<file path="config.mk">
export PLATFORM = sky130hd
export DESIGN_NAME = contadores_param
export DESIGN_NICKNAME = d
export VERILOG_FILES = /design/src/rtl/contadores_pkg.sv /design/src/rtl/contador_canal.sv /design/src/rtl/contadores_param.sv
export SDC_FILE = /design/constraint.sdc
export NUM_CORES = 1
export LEC_CHECK = 0
export ABC_AREA = 1
export CORE_MARGIN = 2
export CORE_UTILIZATION = 40
export CTS_BUF_LIST = sky130_fd_sc_hd__clkbuf_16
export CTS_CLUSTER_SIZE = 25
export DETAILED_ROUTE_END_ITERATION = 6
export PLACE_DENSITY = 0.72
export SLEW_MARGIN = 5
export SYNTH_ARGS = -nofsm -noshare
export SYNTH_HDL_FRONTEND = slang
export SYNTH_HIERARCHICAL = 1
export SYNTH_SLANG_ARGS = --single-unit
</file>
<file path="constraint.sdc">
create_clock -name clk -period 1.4 [get_ports clk]
set_clock_uncertainty 0.2 [all_clocks]
set_input_delay 0.28 -clock clk [delete_from_list [all_inputs] [get_ports clk]]
set_output_delay 0.28 -clock clk [all_outputs]
set_load 0.01 [all_outputs]
</file>
<file path="src/rtl/contadores_pkg.sv">
// Shared constants, select-width helper and read-FSM encoding for the pop counter bank.
package contadores_pkg;

   localparam int unsigned NUM_CH_DEF = 4;
   localparam int unsigned CNT_W_DEF  = 5;
   localparam int unsigned DATA_W     = 10;

   // Ceil(log2(n)), never below 1 so a select port always has at least one bit.
   function automatic int unsigned clog2(input int unsigned n);
      int unsigned r;
      r = 1;
      for (int i = 1; i < 32; i++) begin
         if ((32'd1 << i) < n) r = unsigned'(i + 1);
      end
      return r;
   endfunction

   typedef enum logic {
      IDLE_ST,
      HOLD_ST
   } rd_state_e;

endpackage

</file>
<file path="src/rtl/contador_canal.sv">
// One channel pop counter with wrap/saturate behaviour, sticky overflow and clear-on-read.
module contador_canal
   import contadores_pkg::*;
#(
   parameter int unsigned CNT_W    = CNT_W_DEF,
   parameter bit          SATURATE = 1'b0
) (
   input  logic             clk,
   input  logic             reset,
   input  logic             inc,
   input  logic             clr,
   output logic [CNT_W-1:0] cnt,
   output logic             overflow
);

   logic [CNT_W-1:0] cnt_q, cnt_d;
   logic             ovf_q, ovf_d;
   logic             wrap;

   always_comb begin
      wrap  = inc & (&cnt_q);
      cnt_d = cnt_q;
      if (clr) begin
         // Pop arriving in the read cycle is not lost: it becomes the first new count.
         cnt_d = inc ? CNT_W'(1) : '0;
      end else if (inc) begin
         cnt_d = (wrap && SATURATE) ? cnt_q : cnt_q + CNT_W'(1);
      end
      // A fresh overflow on the clearing edge must survive the clear.
      ovf_d = wrap ? 1'b1 : (clr ? 1'b0 : ovf_q);
   end

   always_ff @(posedge clk) begin
      if (reset) begin
         cnt_q <= '0;
         ovf_q <= 1'b0;
      end else begin
         cnt_q <= cnt_d;
         ovf_q <= ovf_d;
      end
   end

   assign cnt      = cnt_q;
   assign overflow = ovf_q;

endmodule

</file>
<file path="src/rtl/contadores_param.sv">
// Parametrised per-channel pop counter bank with an idle-gated request/valid readout.
module contadores_param
   import contadores_pkg::*;
#(
   parameter int unsigned NUM_CH        = NUM_CH_DEF,
   parameter int unsigned SEL_W         = clog2(NUM_CH),
   parameter int unsigned CNT_W         = CNT_W_DEF,
   parameter bit          SATURATE      = 1'b0,
   parameter bit          CLEAR_ON_READ = 1'b1
) (
   input  logic              clk,
   input  logic              reset,
   input  logic [NUM_CH-1:0] pop,
   input  logic              idle,
   input  logic              request,
   input  logic [SEL_W-1:0]  select,
   output logic [CNT_W-1:0]  contador,
   output logic              valid,
   output logic              pending,
   output logic [NUM_CH-1:0] overflow
);

   rd_state_e        state_q, state_d;
   logic [SEL_W-1:0] sel_q;
   logic [SEL_W-1:0] srv_sel;
   logic             act;
   logic             serve;
   logic [CNT_W-1:0] rd_val;
   logic [NUM_CH-1:0] clr;
   logic [CNT_W-1:0] cnt [NUM_CH];

   for (genvar i = 0; i < NUM_CH; i++) begin : g_ch
      contador_canal #(
         .CNT_W    (CNT_W),
         .SATURATE (SATURATE)
      ) u_canal (
         .clk      (clk),
         .reset    (reset),
         .inc      (pop[i]),
         .clr      (clr[i]),
         .cnt      (cnt[i]),
         .overflow (overflow[i])
      );
   end

   // A new request overrides any held one, and is served at once if idle is already high.
   always_comb begin
      act     = request | (state_q == HOLD_ST);
      serve   = act & idle;
      srv_sel = request ? select : sel_q;

      state_d = state_q;
      unique case (state_q)
         IDLE_ST: if (request && !idle) state_d = HOLD_ST;
         HOLD_ST: if (idle) state_d = IDLE_ST;
         default: state_d = IDLE_ST;
      endcase
   end

   // Out-of-range selects match no channel: they read 0 and clear nothing.
   always_comb begin
      rd_val = '0;
      clr    = '0;
      for (int unsigned i = 0; i < NUM_CH; i++) begin
         if (32'(srv_sel) == i) begin
            rd_val = cnt[i];
            clr[i] = CLEAR_ON_READ & serve;
         end
      end
   end

   always_ff @(posedge clk) begin
      if (reset) begin
         state_q  <= IDLE_ST;
         sel_q    <= '0;
         valid    <= 1'b0;
         contador <= '0;
      end else begin
         state_q <= state_d;
         if (request) sel_q <= select;
         valid <= serve;
         if (serve) contador <= rd_val;
      end
   end

   assign pending = (state_q == HOLD_ST);

endmodule

</file>
==> impl_results.md <==
* Failing checks: negative setup slack
* Sw Ratio at 0.265
* Hold bufs inserted after CTS at 0
* Comb power frac at 0.177
* Worst-Skew Late Latency at roughly 0.28 ns
* Worst Setup SP: pending
* Pre-antenna DRT Iters at 4
* Core Box Area at 4290 um^2
* Post-route cell area at 2520 um^2
* Via count at roughly 1700
* FMAX at about 710 MHz
* Sequential share of the synthesized area at 0.374
* Period utilisation layout at 1.01
* Placed cell area at 2220 um^2
* CP Capture Type: register
* Vias in the first global route at approximately 1700
* Final net count at 321
* RSZ-0062 raised after global routing: yes
* Clock group share of total power at 0.413
* P_int at about 0.0018 W
* Residual DRC count at 0
* Most common cell after layout, fill and taps aside: nand2_1
* Mapped Nets at 266
* WL final at approximately 4.3 mm
* Post-Synthesis Cells at 248
* Net Switching at about 0.00065 W
* Synthesized area per cell at 7.13 um^2
* DIE AREA at 4970 um^2
* Ratio of cells with drive above 1 in the final layout at 0.317
* H-Tree Depth at 2
* Worst relative slew slack at 0.777
* Outcome: finished with violations
* Reg2reg start: pending
* Crit path kind: reg2reg
* Initial antenna violation count at 0
* Hold Crit Depth at 2
* Setup violators final at 2
* GRT Total Usage at 0.177
* Die Y-Extent at 70.5 um
* Gr ovfl total at 0
* CP Data Arrival Time at 1.38 ns
* Slew Viols, Final at 0
* Min Clock Period, post-route at 1.42 ns
* Via/cell ratio at 4.91
* Yosys reg bits at 33
* Largest net degree at the start of global routing at 18
* Syn Std Cell Area at 1770 um^2
* Flop pwr share at 0.410
* Most frequent cells in the layout: 62 x nand2_1, 30 x nor2_1, 27 x buf_4
* R2r worst-path depth at 7
* Final worst slack at -0.0171 ns
* Antenna Nets Post-Route at 0
* Num CTS Buffers at 5
* Max_cap viols at 0
* Clock Pin Slew Worst Setup and Hold Paths at 0.05 ns
* Hold Fails Final Rpt at 0
* Initial Util at 0.412
* CTS max path bufs at 2
* Max Fanout on Critical Path at 5
* Routed length per instance at 12.1 um
* Iter 0 DRT Violations at just over 80
* I/O pins at 21
* Worst-margin pin slew at between 0.3 and 0.4 ns
* Hpwl dp at 2.91 mm
* Layout area overhead at 42.7%
* P_leak at roughly 1.2 nW
* Routability cong. at 0.795
* CTS Sinks at 33
* Yosys Warn Count at 6
* Die width at 70.5 um
* Min-delay src: idle
* Num rows at 24
* Cell variety after synth at 17
* Peak VDD IR at 0.483 mV
* # diodes at 0
* First-pass GRT wire length at between 7 and 8 mm
* Startpoint Class: register
* Power per Cell Area at 976 nW/um^2
* Port bufs at 20
* Min-delay worst type: in2reg
* Critical path required time at 1.36 ns
* CTS Root Cell: clkbuf_16
* Pre-CTS worst setup slack at -0.693 ns
* CTS tree: yes
[power groups by stage]
stage          Clock (W)  Combinational [W]  Sequential (W)
3_5_place_dp           0           0.000378         0.00102
3_3_place_gp           0           0.000372         0.00101
6_report         0.00102           0.000435         0.00101
5_1_grt          0.00107           0.000479         0.00101
2_1_floorplan          0           0.000196         0.00103
4_1_cts          0.00104           0.000392        0.000998
[sequential cells by signal (all words and copies together), names as in the netlist]
name / flops
g_ch.u_canal/cnt: 20
contador: 5
g_ch.u_canal/overflow: 4
sel_q: 2
pending: 1
valid: 1
[path summary, 6_finish.rpt]
check / end / slack [ns]
setup / recovery: g_ch[1].u_canal/cnt[0] / -0.02
hold / removal: pending / 0.12
setup reg to reg: g_ch[1].u_canal/cnt[0] / -0.02
hold reg to reg: g_ch[3].u_canal/overflow / 0.25
[metrics by stage]
step	power (W)	std cells	hold slack, ns	utilization	TNS, ns
floorplan	0.00122	248	0.152	-	-0.121
global placement	0.00139	343	0.238	0.517	-16.81
detailed placement	0.00139	343	0.244	0.517	-17.96
CTS	0.00243	350	0.122	0.556	-0.223
global route	0.00256	355	0.146	0.588	-0.822
finish	0.00246	355	0.122	0.588	-0.0335
[metal layers]
| metal | wire length (um) | track usage |
|---|---|---|
| met1 | 2000 | 0.210 |
| met5 | 0 | 0 |
| met2 | 2090 | 0.304 |
| met3 | 138 | 0.0346 |
| met4 | 83 | 0.0833 |
[cell usage after synthesis, drive strengths merged]
master / instances / area share
a21oi: 8 / 0.023
buf: 4 / 0.025
inv: 22 / 0.047
nand3: 16 / 0.045
o21ai: 20 / 0.065
dfxtp: 33 / 0.37
nor2: 42 / 0.12
nand2: 78 / 0.19
nand4: 1 / 0.0035
ha: 8 / 0.057
nor3: 16 / 0.045
[logic make-up (layout without fill, tap and decap cells)]
group | count (synthesis) | after routing | share of synthesized area
and+or+nand+nor | 153 | 153 | 0.410
buffers and inverters | 26 | 81 | 0.0722
DFF | 33 | 33 | 0.374
AOI/OAI and AO/OA | 28 | 28 | 0.0878
adders and majority gates | 8 | 8 | 0.0566
[layout make-up]
class	count	area [um^2]
fill	372	1770
multi-input combinational	189	1120
sequential	33	671
timing repair buffer	52	448
clock buffer	5	125
inverter	22	85.1
tap	52	65.1
clock inverter	2	7.51
[critical path: stages (launching register included)]
cell and delay (ns):
dfxtp_2 0.35, nor2_4 0.05, nor2_4 0.11, inv_4 0.08, nor3_4 0.19, inv_1 0.10
a21oi_1 0.16, nor3_1 0.06
[what timing repair did]
item	4_1_cts	5_1_grt
setup buffers	0	5
gates resized for setup	41	32
pin swaps	10	14
endpoints found under the setup margin	41	28
No activity file was read; power rests on OpenSTA's default activity.
